[config.mk]
export PLATFORM = sky130hd
export DESIGN_NAME = fetch_queue
export DESIGN_NICKNAME = d
export VERILOG_FILES = /design/src/rtl/fetch_queue.sv
export SDC_FILE = /design/constraint.sdc
export NUM_CORES = 1
export LEC_CHECK = 0
export CAP_MARGIN = 5
export CORE_ASPECT_RATIO = 1.5
export CORE_MARGIN = 4
export CORE_UTILIZATION = 55
export DETAILED_ROUTE_END_ITERATION = 10
export PLACE_DENSITY = 0.81
export SYNTH_ARGS = -nofsm -noshare
export SYNTH_HDL_FRONTEND = slang
export SYNTH_SLANG_ARGS = --single-unit
[constraint.sdc]
create_clock -name clk -period 12.1 [get_ports clk]
set_input_delay 1.21 -clock clk [delete_from_list [all_inputs] [get_ports clk]]
set_output_delay 1.21 -clock clk [all_outputs]
set_load 0.05 [all_outputs]
[src/rtl/fetch_queue.sv]
// fetch_queue: instruction prefetch queue feeding the IF/ID register.
// Owns the fetch PC, reads one word per cycle into a circular FIFO of
// {instr, pc} entries, and presents the oldest entry to decode.
// Optional feature macro: FETCH_QUEUE_BYPASS_EN (zero-latency bypass of
// the incoming imem word while the queue is empty).
module fetch_queue #(
  parameter int          DEPTH    = 4,
  parameter logic [31:0] RESET_PC = 32'h0000_0000
) (
  input  logic                       clk,
  input  logic                       rst,
  input  logic                       en,
  input  logic                       redirect,
  input  logic [31:0]                redirect_pc,
  output logic [31:0]                imem_addr,
  input  logic [31:0]                imem_rdata,
  input  logic                       deq,
  output logic                       out_valid,
  output logic [31:0]                out_instr,
  output logic [31:0]                out_pc,
  output logic [31:0]                out_pcplus4,
  output logic                       full,
  output logic [$clog2(DEPTH+1)-1:0] count
);

  localparam int PW = $clog2(DEPTH);
  localparam int CW = $clog2(DEPTH+1);

  logic [31:0]   instr_q [DEPTH];
  logic [31:0]   pc_q    [DEPTH];
  logic [PW-1:0] head;
  logic [PW-1:0] tail;
  logic [31:0]   fetch_pc;

  logic stored_valid;
  logic byp_active;
  logic byp_take;
  logic push;
  logic pop;

  assign stored_valid = (count != '0);
  assign full         = (count == CW'(DEPTH));
  assign imem_addr    = fetch_pc;

`ifdef FETCH_QUEUE_BYPASS_EN
  // Empty queue with fetch running: the live imem word is shown directly.
  assign byp_active = ~stored_valid & en & ~redirect;
  // A bypassed word taken by decode never enters storage.
  assign byp_take   = byp_active & deq;
`else
  assign byp_active = 1'b0;
  assign byp_take   = 1'b0;
`endif

  // A push into a full queue is allowed only when the head leaves this cycle.
  assign push = en & ~redirect & ~byp_take & (~full | (deq & stored_valid));
  // Pops only ever come from stored entries; deq on an empty queue is ignored.
  assign pop  = deq & stored_valid & ~redirect;

  // Head presentation: stored head entry, or the live word while bypassing.
  always_comb begin
    out_valid = stored_valid;
    out_instr = instr_q[head];
    out_pc    = pc_q[head];
    if (byp_active) begin
      out_valid = 1'b1;
      out_instr = imem_rdata;
      out_pc    = fetch_pc;
    end
    out_pcplus4 = out_pc + 32'd4;
  end

  // Control state: fetch PC, pointers and occupancy; redirect wins over all.
  always_ff @(posedge clk or posedge rst) begin
    if (rst) begin
      fetch_pc <= RESET_PC;
      head     <= '0;
      tail     <= '0;
      count    <= '0;
    end else if (redirect) begin
      fetch_pc <= redirect_pc;
      head     <= '0;
      tail     <= '0;
      count    <= '0;
    end else begin
      if (push || byp_take) fetch_pc <= fetch_pc + 32'd4;
      if (push) tail <= tail + 1'b1;
      if (pop)  head <= head + 1'b1;
      count <= count + CW'(push) - CW'(pop);
    end
  end

  // Entry storage: cleared on reset so the empty head reads as zero.
  always_ff @(posedge clk or posedge rst) begin
    if (rst) begin
      for (int i = 0; i < DEPTH; i++) begin
        instr_q[i] <= '0;
        pc_q[i]    <= '0;
      end
    end else if (push) begin
      instr_q[tail] <= imem_rdata;
      pc_q[tail]    <= fetch_pc;
    end
  end

endmodule
==> results_dict.tcl, run 1 <==
set metrics [dict create \
    crit_fanout 26 \
    num_rows 70 \
    cp.required_ns 10.89 \
    slowest_delay_ns 0.87 \
    multi_input_area_sq_um 6040 \
    synthDistinctLibCells 45 \
    syn_area_sq_um 13800 \
    grt_pass1_vias 9094 \
    rsz0062_at_grt "false" \
    tightest_slew_ns 1.16 \
    routedWlPerCell_microns 21.2 \
    core_area_sq_um 24600 \
    vias 8526 \
    via_per_inst 5.78 \
    root_buffer "clkbuf_16" \
    path_clk_slew_ns 0.06 \
    cp_top_family "simple AND/OR/NAND/NOR gates" \
    grt_pass1_wl_mm 49.9 \
    status "finished, final reports clean" \
    powerDensity_nw_per_um2 280 \
    firstDrtPassIters 4 \
    synth_top_flop_cell "dfrtp_1" \
    yosysMostFrequentCell "dfrtp_1" \
    setup_tns_ns 0 \
    gp_congestion 0.767 \
    async_reset_ff_share_pct 100 \
    avgSynthCellArea_sq_um 14.5 \
    clk_latency_ns 0.53 \
    worstHoldPathType "reg -> reg" \
    syn_to_final_growth_pct 22.0 \
    timing.fmax_ghz 0.185 \
    leakage_nw 7.20 \
    postCtsSetupRepairBufs 0 \
    path_class "reg -> out" \
    period_minus_slack_ns 5.40 \
    cap_violations 0 \
    yosysSeqAreaShare_pct 53.3 \
    pre_cts_ws_ns 7.16 \
    cts_max_path_buffers 3 \
    cts_tree "yes" \
    worst_setup_path_start_kind "register" \
    maxSlewHeadroom_pct 22.2 \
    min-delay-start "pc_q[34]" \
    slew_viol_final 0 \
    clock_sinks 295 \
    grt.total_usage_pct 22.7 \
    dieArea_sq_um 27800 \
    die_h_microns 202 \
    netlist_top_cells_count "295 x dfrtp_1, 258 x mux2_2, 64 x mux4_2" \
    port_buffers 201 \
    setup_violations 0 \
    crit_chain "mux4_2 > ha_1 > nand3_1 > nor2_1 > nand4_1 > xnor2_1 > clkdlybuf4s50_1" \
    drive_gt1_share_pct 33.5 \
    grt_antenna_before_repair 0 \
    dpl.hpwl_mm 19.7 \
    critPathBufInv 1 \
    fillers 1737 \
    cts_buffers 29 \
    top_layer "met4" \
    setup_slack_ns 6.70 \
    crit_arrival_ns 4.19 \
    crit_slowest_cell "nor2_1" \
    yosys_warnings 0 \
    drt_iter0_markers 272 \
    ys_seq_elements 295 \
    dr_wl_met3_mm 1.83 \
    ant_nets 0 \
    cts_resized 0 \
    ioPinCount 202 \
    ir_worst_vdd_uv 198 \
    hold_viol 0 \
    cts-hold-fix-buffers 0 \
    final.setup_skew_ns 0.0218 \
    wl_met1_mm 12.1 \
    die_w_microns 138 \
    yosysTopAreaCellShare_pct 53.3 \
    drc_errors 0 \
    yosysTopAreaCell "dfrtp_1" \
    min_period_over_period_pct 44.6 \
    grt_max_degree 156 \
    final_nets 1208 \
    critical_path.reg2reg.startpoint "count[1]" \
    ys_top_cells_by_area "dfrtp_1 53%, mux2_2 21%, mux4_2 10%" \
    htree_num_levels 1 \
    netlist_instances 958 \
    synth_edf_count 0 \
    register_area_sq_um 7390 \
    postRouteWirelength_mm 31.3 \
    synthesis.nets 1036 \
    initial_core_util_pct 56.2 \
    grt_overflow 0 \
    route.met2.wl_mm 16.5 \
    end_kind "output pin" \
    startpoint "head[0]" \
]
logic make-up (layout without fill, tap and decap cells):
group | count (synthesis) | count (layout) | share of synthesized area (%)
multiplexers | 325 | 325 | 31.7
AND/OR/NAND/NOR | 158 | 158 | 6.09
buffers and inverters | 82 | 273 | 3.22
flip-flops | 295 | 295 | 53.3
AO/OA/AOI/OAI | 37 | 37 | 1.55
other | 0 | 2 | 0
XOR/XNOR | 52 | 52 | 3.29
adder cells (fa/ha/maj) | 9 | 9 | 0.868
cell type report:
cell class | count | share of cell area, %
sequential | 295 | 43.8
multi-input combinational | 581 | 35.7
timing repair buffer | 206 | 12.1
clock buffer | 47 | 5.29
tap | 324 | 2.40
inverter | 17 | 0.422
clock inverter | 3 | 0.259
antenna | 2 | 0.0296
worst reg2reg max path, delay by kind of cell (launching register included):
kind	cells	cell delay [ns]
mux	1	0.52
flops	1	0.48
simple gates	4	2.08
path summary, 6_finish.rpt:
check	to	slack [ns]	depth (start not counted)
worst max-delay path	out_pcplus4[28]	6.70	7
worst min-delay path	pc_q[34]	0.50	1
worst max register to register	pc_q[104]	8.89	5
worst min register to register	pc_q[34]	0.50	1
max in group asynchronous	pc_q[3]	9.20	3
min in group asynchronous	instr_q[95]	1.33	2
power by group:
part / switching, mW / total, mW / internal (mW)
sequential: 0.227 / 1.58 / 1.35
combinational: 1.31 / 2.27 / 0.957
clock: 0.358 / 0.879 / 0.521
total: 1.90 / 4.73 / 2.83
registers in the layout, indices dropped and copies added (netlist names):
signal / count
head: 2
instr_q: 128
count: 3
tail: 2
pc_q: 128
imem_addr: 32
metal layers:
layer,GRT usage (%),vias to the layer above
met1,28.1,4402
met5,0,-
met4,6.46,0
met3,4.66,48
met2,40.1,220
li1,-,3856
metrics by stage:
stage / cell area [sq um] / power (mW) / utilization (%) / hold WS [ns] / instances
global route: 16900 / 4.95 / 68.6 / 0.509 / 1473
CTS: 16900 / 4.77 / 68.6 / 0.500 / 1473
finish: 16900 / 4.73 / 68.6 / 0.498 / 1475
global placement: 15900 / 3.83 / 64.8 / 0.482 / 1423
floorplan: 13800 / 3.21 / - / 0.474 / 958
detailed placement: 15900 / 3.88 / 64.8 / 0.487 / 1423
layout by cell type, fill, tap and decap left out, types with 9 or more instances in the layout:
master,count
xor2_1,10
nand2_1,41
xnor2_1,42
clkbuf_8,10
clkdlybuf4s50_1,200
and3_1,9
clkbuf_16,29
o21ai_0,24
dfrtp_1,293
nand4_1,13
mux2_2,258
nand3_1,28
mux4_2,64
nor2_1,23
nor3_1,9
inv_1,16
(Power assumes the default switching activity.)
==> run 2: changes to the inputs <==
- CORE_UTILIZATION: 55 -> 50
- PLACE_DENSITY: 0.81 -> 0.77
- clock period: 12.1 -> 4.9 ns (I/O delays scaled with it)
==> run 2 against run 1 <==
Compared with the run above: combinational power up 150%; cell count up 1.8%; clock power rose to 2.5 times the previous value; worst setup slack worse by 6.3 ns; critical path type unchanged; largest cell class unchanged; highest routed layer is now met5.
==> results_dict.tcl, run 2 (synthesized netlist as in run 1, its figures left out) <==
set metrics [dict create \
    firstDrtPassIters 4 \
    leakage_nw 7.27 \
    globalRouteMet1Util_pct 26.3 \
    crit_fanout 30 \
    die_w_microns 144 \
    ir_worst_vdd_uv 449 \
    tightest_slew_ns 1.01 \
    rrSetupSlack_ns 1.74 \
    grt_max_degree 135 \
    cts_tree "yes" \
    period_minus_slack_ns 4.50 \
    cp.required_ns 4.41 \
    ant_nets 0 \
    dieArea_sq_um 30500 \
    cts_max_path_buffers 3 \
    final_cell_mix "293 x dfrtp_1, 258 x mux2_2, 198 x clkdlybuf4s50_1" \
    slowest_delay_ns 0.86 \
    routedWlPerCell_microns 21.1 \
    whs_ns 0.259 \
    gr-usage-met2_pct 36.7 \
    use_met3_pct 4.16 \
    root_buffer "clkbuf_16" \
    powerDensity_nw_per_um2 688 \
    grt_overflow 0 \
    crit_chain "buf_4 > mux4_2 > and4_1 > and4_1 > nand4_1 > xnor2_1 > clkdlybuf4s50_1" \
    layout_commonest_cell "dfrtp_1" \
    drive_gt1_share_pct 34.5 \
    setup_tns_ns 0 \
    timing.fmax_ghz 0.222 \
    dp.cells 1450 \
    worstHoldPathType "in -> async" \
    status "finished, final reports clean" \
    grt_pass1_vias 9223 \
    setup_violations 0 \
    cts_buffers 28 \
    drc_errors 0 \
    postRouteWirelength_mm 31.7 \
    slew_viol_final 0 \
    drt_iter0_markers 401 \
    worst_setup_path_start_kind "register" \
    min_period_over_period_pct 91.9 \
    gp_congestion 0.795 \
    num_rows 74 \
    worst_path_most_repeated_cell "and4_1" \
    final.setup_skew_ns 0.0176 \
    postCtsSetupRepairBufs 0 \
    grt.busiest_layer "met2" \
    end_kind "output pin" \
    dpl.hpwl_mm 20.9 \
    syn_to_final_growth_pct 23.0 \
    pre_cts_ws_ns 0.770 \
    htree_num_levels 1 \
    cap_violations 0 \
    cp_top_family "buffers and inverters" \
    clock_sinks 295 \
    grt_antenna_before_repair 2 \
    port_buffers 201 \
    critPathBufInv 2 \
    rsz0062_at_grt "false" \
    path_class "reg -> out" \
    crit_arrival_ns 4.01 \
    initial_core_util_pct 50.7 \
    vias 8609 \
    hold_viol 0 \
    grt_pass1_wl_mm 50.6 \
    grt.total_usage_pct 21.1 \
    crit_slowest_cell "dfrtp_4" \
    clk_latency_ns 0.54 \
    r2r-end "count[2]" \
    reg2regPathDepth 11 \
    via_per_inst 5.73 \
    ioPinCount 202 \
    path_clk_slew_ns 0.07 \
    core_area_sq_um 27300 \
    die_h_microns 212 \
    setup_slack_ns 0.398 \
    final_nets 1216 \
    critical_path.reg2reg.startpoint "count[1]" \
    stdcell_count 1502 \
    final_core_util_pct 62.4 \
    maxSlewHeadroom_pct 32.7 \
]
-- run 2: cell count changes in the layout (fill, tap and decap cells not counted), moves of 2 or more --
cell | previous run | this run
clkbuf_8 | 10 | 7
clkbuf_1 | 8 | 5
clkinv_2 | 1 | 6
clkinvlp_4 | 0 | 3
buf_12 | 0 | 4
buf_4 | 5 | 12
clkdlybuf4s50_1 | 200 | 198
-- run 2: per-layer routing --
| layer | share of wire (%) | vias to the layer above |
|---|---|---|
| li1 | - | 3836 |
| met1 | 39 | 4496 |
| met2 | 52 | 209 |
| met3 | 5.4 | 66 |
| met4 | 3.4 | 2 |
| met5 | 0.025 | - |
-- run 2: worst max-delay path by stage --
stage	cells after the start	startpoint	slack, ns	end
6_report	7	head[0]	0.40	out_pcplus4[31]
2_1_floorplan	1	rst	0.49	count[0]
3_3_place_gp	6	head[0]	0.80	out_pcplus4[31]
3_5_place_dp	6	head[0]	0.77	out_pcplus4[15]
5_1_grt	7	head[0]	0.17	out_pcplus4[31]
4_1_cts	6	head[0]	0.18	out_pcplus4[15]
-- run 2: worst reg2reg max path: cells and delay by family, from the launching register on --
kind,cells,cell delay (ns)
XOR/XNOR,1,0.18
adder cells (fa/ha/maj),3,0.80
buffers and inverters,3,0.20
flip-flops,1,0.53
AND/OR/NAND/NOR,4,1.29
-- run 2: timing repair --
action | in CTS | in global routing
resized for setup | 0 | 1
endpoints found under the setup margin | 0 | 2
hold endpoints to repair | 0 | 0
hold buffers | 0 | 0
-- run 2: cell type report --
cell class | instances | area [sq um]
Antenna cell | 1 | 2.50
Clock buffer | 41 | 841
Clock inverter | 10 | 105
Fill cell | 2083 | 10300
Inverter | 17 | 67.6
Multi-Input combinational cell | 581 | 6040
Sequential cell | 295 | 7390
Tap cell | 342 | 428
Timing Repair Buffer | 215 | 2160
-- run 2: through the flow --
step	power [mW]	area, sq um
finish	11.7	17000
global route	12.3	17000
CTS	11.8	17000
detailed placement	9.59	16100
global placement	9.48	16100
floorplan	7.93	13800
-- run 2: where the power goes --
group / internal, mW / total [mW] / switching (mW)
combinational: 2.37 / 5.60 / 3.24
clock: 1.29 / 2.20 / 0.907
sequential: 3.34 / 3.91 / 0.574
total: 7.00 / 11.7 / 4.72
==> patch: new RTL, config.mk and constraints of run 1 <==
Reset style: synchronous (`rst`), changed in 2 clocked blocks.
--- a/src/rtl/fetch_queue.sv
+++ b/src/rtl/fetch_queue.sv
@@ -71,7 +71,7 @@
   end
 
   // Control state: fetch PC, pointers and occupancy; redirect wins over all.
-  always_ff @(posedge clk or posedge rst) begin
+  always_ff @(posedge clk) begin
     if (rst) begin
       fetch_pc <= RESET_PC;
       head     <= '0;
@@ -91,7 +91,7 @@
   end
 
   // Entry storage: cleared on reset so the empty head reads as zero.
-  always_ff @(posedge clk or posedge rst) begin
+  always_ff @(posedge clk) begin
     if (rst) begin
       for (int i = 0; i < DEPTH; i++) begin
         instr_q[i] <= '0;
Check against the original RTL: differs if rst is asserted again (counterexample within 4 cycles, from zero or initial values and one cycle with rst high); with rst held inactive, the same outputs for 4 cycles.
==> patch against run 1 <==
Die area decreased by 3.4%; clock skew decreased by 10 ps; sequential cell count increased by 2; area after synthesis decreased by 3.6%; final area decreased by 2.1%; first-iteration DRC count increased to 2.7 times the old value; via count increased by 3.5%; non-clock buffer count increased by 8; setup slack got worse by 440 ps; routed wire length increased by 0.25%; synthesized cell count increased by 8.6%.
Power is not compared: it rests on default switching activity, and its combinational part moved more than twofold at a synthesized area within 25%.
==> patch: results (changes against run 1) <==
| Metric | Value |
|---|---|
| Reg area | `8513 um2 (+15%)` |
| Final Cycle Share | `48.24% (+3.6 points)` |
| Initial DRC count | `741 (+170%)` |
| Cell count after synthesis | `1040 (+8.6%)` |
| Largest net degree at the start of global routing | `66 (-58%)` |
| Post-synth ARST share | `0% (-100 points)` |
| Ant. Diodes | `0 (-2)` |
| Clock-cell share of area | `5.469% (-0.080 points)` |
| WP data arrival | `4630 ps (+440 ps)` |
| Post-synth EDFFs | `256 (+256)` |
| Final Net Count | `1298 (+7.5%)` |
| Worst Hold Launch | `imem_addr[27]` |
| Layout area overhead | `23.89%` |
| Max Clock Skew | `11.49 ps (-10.34 ps)` |
| Predominant post-synthesis flop cell | `edfxtp_1` |
| Setup WS pre-CTS | `6729 ps (-434.9 ps)` |
| Worst-Margin Slew | `1018 ps (-143.8 ps)` |
| Run status | `complete, no violations` |
| First-pass GRT wire length | `49.07 mm (-1.6%)` |
| Xor/xnor share of the synthesized area | `3.543% (+0.25 points)` |
| Crit-path max FO | `37 (+42%)` |
| Vias per cell | `5.645 (-2.3%)` |
| Worst-case reg-to-reg path depth | `10 (+5)` |
| Non-CTS buffers | `214 (+3.9%)` |
| Worst hold margin | `556.5 ps (+58.19 ps)` |
patch: changes by cell type after synthesis, moves of 15 or more:
| cell | run 1 | this run |
|---|---|---|
| xor2_1 | 10 | 30 |
| nand2_1 | 41 | 100 |
| buf_4 | 29 | 4 |
| nor2_1 | 23 | 234 |
| o21ai_0 | 24 | 9 |
| edfxtp_1 | 0 | 256 |
| clkbuf_1 | 13 | 42 |
| dfxtp_1 | 0 | 41 |
| xnor2_1 | 42 | 24 |
| mux2_2 | 258 | 0 |
| a211oi_1 | 0 | 17 |
| dfrtp_1 | 295 | 0 |
| inv_1 | 17 | 83 |
patch: power groups by stage:
stage | registers, uW | clock network (uW) | logic [uW]
floorplan | 1230 | 0 | 173
global placement | 1200 | 0 | 313
detailed placement | 1210 | 0 | 315
CTS | 1180 | 870 | 316
global route | 1190 | 914 | 329
finish | 1180 | 858 | 314
patch: metal layers:
layer	track usage (%)	part of all wire, %
met1	29.03	38
met2	42.95	54
met3	3.112	5.5
met4	6.836	2.5
met5	0	0
